`src/rtl/dmem_arb_pkg.sv`:
```
// Shared types and defaults for the two-port data-memory arbiter.
// Build option DMEM_ARB_FIXED_PRIO_EN selects fixed priority over round-robin.
package dmem_arb_pkg;

    localparam int DM_ADDRESS_DEF = 9;
    localparam int DATA_W_DEF     = 32;

    typedef enum logic [1:0] {
        IDLE   = 2'd0,
        ACCESS = 2'd1,
        RESP   = 2'd2
    } state_t;

    typedef logic port_t;

endpackage

```
`src/rtl/rr_arbiter2.sv`:
```
// Two-way grant logic with last-grant pointer.
// DMEM_ARB_FIXED_PRIO_EN: port 0 always wins ties and the pointer is ignored.
module rr_arbiter2
    import dmem_arb_pkg::*;
(
    input  logic       clk,
    input  logic       reset,
    input  logic       en,
    input  logic [1:0] req,
    output logic [1:0] grant
);

    port_t last;
    port_t win;

    always_comb begin
        win = 1'b0;
        if (req == 2'b10) begin
            win = 1'b1;
        end else if (req == 2'b11) begin
`ifdef DMEM_ARB_FIXED_PRIO_EN
            win = 1'b0;
`else
            win = ~last;
`endif
        end
    end

    assign grant[0] = en && req[0] && !win;
    assign grant[1] = en && req[1] && win;

    // Reset to port 1 so port 0 takes the first tie.
    always_ff @(posedge clk or posedge reset) begin
        if (reset) begin
            last <= 1'b1;
        end else if (|grant) begin
            last <= win;
        end
    end

endmodule

```
`src/rtl/dmem_arbiter.sv`:
```
// Arbitrates two requesters onto one data memory: IDLE -> ACCESS -> RESP.
// Build option DMEM_ARB_FIXED_PRIO_EN selects fixed priority (see rr_arbiter2).
module dmem_arbiter
    import dmem_arb_pkg::*;
#(
    parameter int DM_ADDRESS = DM_ADDRESS_DEF,
    parameter int DATA_W     = DATA_W_DEF
) (
    input  logic                  clk,
    input  logic                  reset,
    input  logic                  req0_valid,
    output logic                  req0_ready,
    input  logic                  req0_we,
    input  logic [DM_ADDRESS-1:0] req0_addr,
    input  logic [DATA_W-1:0]     req0_wdata,
    input  logic [2:0]            req0_funct3,
    input  logic                  req1_valid,
    output logic                  req1_ready,
    input  logic                  req1_we,
    input  logic [DM_ADDRESS-1:0] req1_addr,
    input  logic [DATA_W-1:0]     req1_wdata,
    input  logic [2:0]            req1_funct3,
    output logic                  rsp0_valid,
    output logic                  rsp1_valid,
    output logic [DATA_W-1:0]     rsp_rdata,
    output logic                  mem_read,
    output logic                  mem_write,
    output logic [DM_ADDRESS-1:0] mem_a,
    output logic [DATA_W-1:0]     mem_wd,
    output logic [2:0]            mem_funct3,
    input  logic [DATA_W-1:0]     mem_rd
);

    state_t                state;
    logic                  we_q;
    logic [DM_ADDRESS-1:0] addr_q;
    logic [DATA_W-1:0]     wdata_q;
    logic [2:0]            f3_q;
    port_t                 win_q;
    logic [DATA_W-1:0]     rdata_q;
    logic [1:0]            grant;
    logic                  arb_en;

    // Ready is forced low while reset is held.
    assign arb_en = (state == IDLE) && !reset;

    rr_arbiter2 u_arb (
        .clk   (clk),
        .reset (reset),
        .en    (arb_en),
        .req   ({req1_valid, req0_valid}),
        .grant (grant)
    );

    always_ff @(posedge clk or posedge reset) begin
        if (reset) begin
            state   <= IDLE;
            we_q    <= 1'b0;
            addr_q  <= '0;
            wdata_q <= '0;
            f3_q    <= '0;
            win_q   <= 1'b0;
            rdata_q <= '0;
        end else begin
            unique case (state)
                IDLE: begin
                    if (|grant) begin
                        state   <= ACCESS;
                        win_q   <= grant[1];
                        we_q    <= grant[1] ? req1_we     : req0_we;
                        addr_q  <= grant[1] ? req1_addr   : req0_addr;
                        wdata_q <= grant[1] ? req1_wdata  : req0_wdata;
                        f3_q    <= grant[1] ? req1_funct3 : req0_funct3;
                    end
                end
                ACCESS: begin
                    rdata_q <= we_q ? '0 : mem_rd;
                    state   <= RESP;
                end
                RESP: begin
                    state <= IDLE;
                end
                default: begin
                    state <= IDLE;
                end
            endcase
        end
    end

    assign req0_ready = grant[0];
    assign req1_ready = grant[1];

    assign mem_read   = (state == ACCESS) && !we_q;
    assign mem_write  = (state == ACCESS) && we_q;
    assign mem_a      = addr_q;
    assign mem_wd     = wdata_q;
    assign mem_funct3 = f3_q;

    assign rsp0_valid = (state == RESP) && !win_q;
    assign rsp1_valid = (state == RESP) && win_q;
    assign rsp_rdata  = (state == RESP) ? rdata_q : '0;

endmodule

```
`config.mk`:
```
export PLATFORM = sky130hd
export DESIGN_NAME = dmem_arbiter
export DESIGN_NICKNAME = d
export VERILOG_FILES = /design/src/rtl/dmem_arb_pkg.sv /design/src/rtl/rr_arbiter2.sv /design/src/rtl/dmem_arbiter.sv
export SDC_FILE = /design/constraint.sdc
export NUM_CORES = 1
export LEC_CHECK = 0
export ABC_AREA = 1
export CORE_MARGIN = 3
export CORE_UTILIZATION = 33
export DETAILED_ROUTE_END_ITERATION = 8
export PLACE_DENSITY = 0.68
export SKIP_CTS_REPAIR_TIMING = 1
export SYNTH_ARGS = -nofsm -noshare
export SYNTH_HDL_FRONTEND = slang
export SYNTH_SLANG_ARGS = --single-unit
```
`constraint.sdc`:
```
create_clock -name clk -period 5.4 [get_ports clk]
set_input_delay 1.08 -clock clk [delete_from_list [all_inputs] [get_ports clk]]
set_output_delay 1.08 -clock clk [all_outputs]
set_load 0.02 [all_outputs]
```
==> results.json <==
{
  "antenna_found_initial": 0,
  "gp_congestion": 0.7969,
  "cts_buffers": 9,
  "hpwl_um": 8753,
  "grt_max_degree": 82,
  "rsz0062_at_grt": "no",
  "final_cell_mix": "clkdlybuf4s50_1 (207), nand2_1 (128), nand3_1 (90)",
  "setup_violations": 0,
  "critPathMaxStageDelay_ns": 0.81,
  "ctsRootBufferMaster": "clkbuf_16",
  "clkTransAtPathRegs_ns": 0.06,
  "p_leak_nw": 3.036,
  "yosys.area.top_type": "dfrtp_1",
  "relSlewSlack_pct": 24.26,
  "hold_slack_ns": 0.4762,
  "routedWlPerCell_um": 13.80,
  "outcome": "complete, no violations",
  "clkSinkCount": 81,
  "tns_ns": 0,
  "ios": 208,
  "vdd_drop_max_v": 0.0001683,
  "period_minus_slack_ns": 3.959,
  "ys_warn_count": 0,
  "startpoint_type": "flop",
  "synthTopCellsByArea": "dfrtp_1 (48%), nand2_1 (12%), nand3_1 (11%)",
  "path_class": "flop to output port",
  "grt_pass1_wl_um": 20720,
  "finalCritPeriodShare_pct": 73.31,
  "fp.dieH_um": 117.9,
  "area.growth.synth_to_final_pct": 60.36,
  "rows": 40,
  "finClkSkew_ns": 0.005491,
  "initialDrtViolationCount": 145,
  "diodes": 0,
  "max_freq_mhz": 252.6,
  "tightestPinTransition_ns": 1.133,
  "arrival_ns": 2.88,
  "synth_fp_nets": 669,
  "grt_usage_pct": 18.11,
  "clk_latency_ns": 0.33,
  "avgSynthCellArea_um2": 7.615,
  "layout_commonest_cell": "clkdlybuf4s50_1",
  "synth_cell_types": 17,
  "final_hold_viol_count": 0,
  "vias_per_cell": 4.590,
  "drtPass1Iterations": 5,
  "wirelength_um": 12460,
  "fillers": 1173,
  "core_mm2": 0.01211,
  "cts_tree": "built",
  "overflow": 0,
  "h-tree-depth": 3,
  "powerDensity_mw_per_mm2": 376.4,
  "hold_path.class": "flop to flop",
  "vias": 4145,
  "grt_pass1_vias": 4296,
  "hold_path_depth": 2,
  "maxCapViolCount": 0,
  "worst-path-max-fanout": 34,
  "cp_slowest_cell": "nor2_2",
  "die_area_mm2": 0.01391,
  "r2r.worst_path.cells": 8,
  "io_buffers": 207,
  "layout-drive-gt1-share_pct": 4.354,
  "syn_area_mm2": 0.004135,
  "synthCells": 543,
  "drtAntennaViolNets": 0,
  "ys_seq_area_share_pct": 49.05,
  "ys_ff_latch": 81,
  "dieWidth_um": 117.9,
  "final_nets": 856,
  "clock_path_buffers": 2,
  "crit_chain": "nor2_2 > nand2_1 > inv_2 > clkdlybuf4s50_1",
  "drv_slew": 0,
  "endpoint_kind": "output port",
  "start_util_pct": 34.14,
  "worstPathRequired_ns": 4.32,
  "drc": 0,
  "synth_top_area_share_pct": 48.41
}
[critical path: cells and delay by family (launching register included)]
family | cells | cell delay (ns)
flops | 1 | 0.43
buf+inv | 2 | 1.16
simple gates | 2 | 0.95
[sequential cells by signal, summed over array words and instances, names as in the netlist]
signal,count
rdata_q,32
mem_funct3,3
mem_a,9
win_q,1
mem_wd,32
we_q,1
u_arb.last,1
state,2
[synth_stat cells]
cell	n
nor3_1	2
buf_4	4
dfrtp_1	80
nor2_1	36
inv_1	83
nand3_1	90
nor2_2	2
o21ai_1	4
buf_1	1
dfstp_2	1
o21ai_0	29
inv_2	4
o21bai_1	45
buf_2	18
clkbuf_1	13
nand2_1	130
a21oi_2	1
[metal layers]
layer / wire length [um] / vias to the layer above / GRT usage, %
met2: 6092 / 164 / 31.33
met3: 891 / 22 / 4.661
met4: 293 / 0 / 7.179
met5: 0 / - / 0
met1: 5184 / 1890 / 21.49
li1: - / 2069 / -
[metrics by stage]
| step | std cells | utilization (%) | instance area, um2 | power [mW] | setup slack [ns] |
|---|---|---|---|---|---|
| 2_1_floorplan | 543 | - | 4135 | 1.401 | 0.4742 |
| 3_3_place_gp | 887 | 52.02 | 6301 | 1.845 | 1.498 |
| 3_5_place_dp | 887 | 52.02 | 6301 | 1.861 | 1.445 |
| 4_1_cts | 903 | 54.75 | 6631 | 2.534 | 1.378 |
| 5_1_grt | 903 | 54.75 | 6631 | 2.661 | 1.097 |
| 6_report | 903 | 54.75 | 6631 | 2.496 | 1.441 |
[where the power goes]
group	switching, mW	leakage (nW)	internal [mW]	total, mW
Sequential	0.0882	1.01	0.811	0.900
Combinational	0.522	1.86	0.422	0.944
Clock	0.234	0.163	0.419	0.653
[area by class of cell]
type	count	area [um2]	area share, %
multi-input combinational	339	1625	24.51
clock inverter	6	91.34	1.377
sequential	81	2028	30.58
inverter	87	327.8	4.943
timing repair buffer	212	2110	31.81
tap	168	210.2	3.170
clock buffer	10	239.0	3.604
[cell families after synthesis]
group                  synth area share, %
AND/OR/NAND/NOR                      26.51
flip-flops                           49.05
AO/OA/AOI/OAI                        12.38
buffers and inverters                12.07
[final timing paths]
path / startpoint / endpoint / slack [ns]
max in group asynchronous: reset / rdata_q[23]$_DFFE_PP0N_ / 3.28
worst max-delay path: state[1]$_DFFE_PP0P_ / mem_read / 1.44
worst min-delay path: mem_wd[24]$_DFFE_PP0P_ / mem_wd[24]$_DFFE_PP0P_ / 0.48
worst min register to register: mem_wd[24]$_DFFE_PP0P_ / mem_wd[24]$_DFFE_PP0P_ / 0.48
worst max register to register: u_arb.last$_DFFE_PP1P_ / mem_wd[29]$_DFFE_PP0P_ / 2.92
min in group asynchronous: reset / state[1]$_DFFE_PP0P_ / 1.52
No activity file was read; power rests on OpenSTA's default activity.
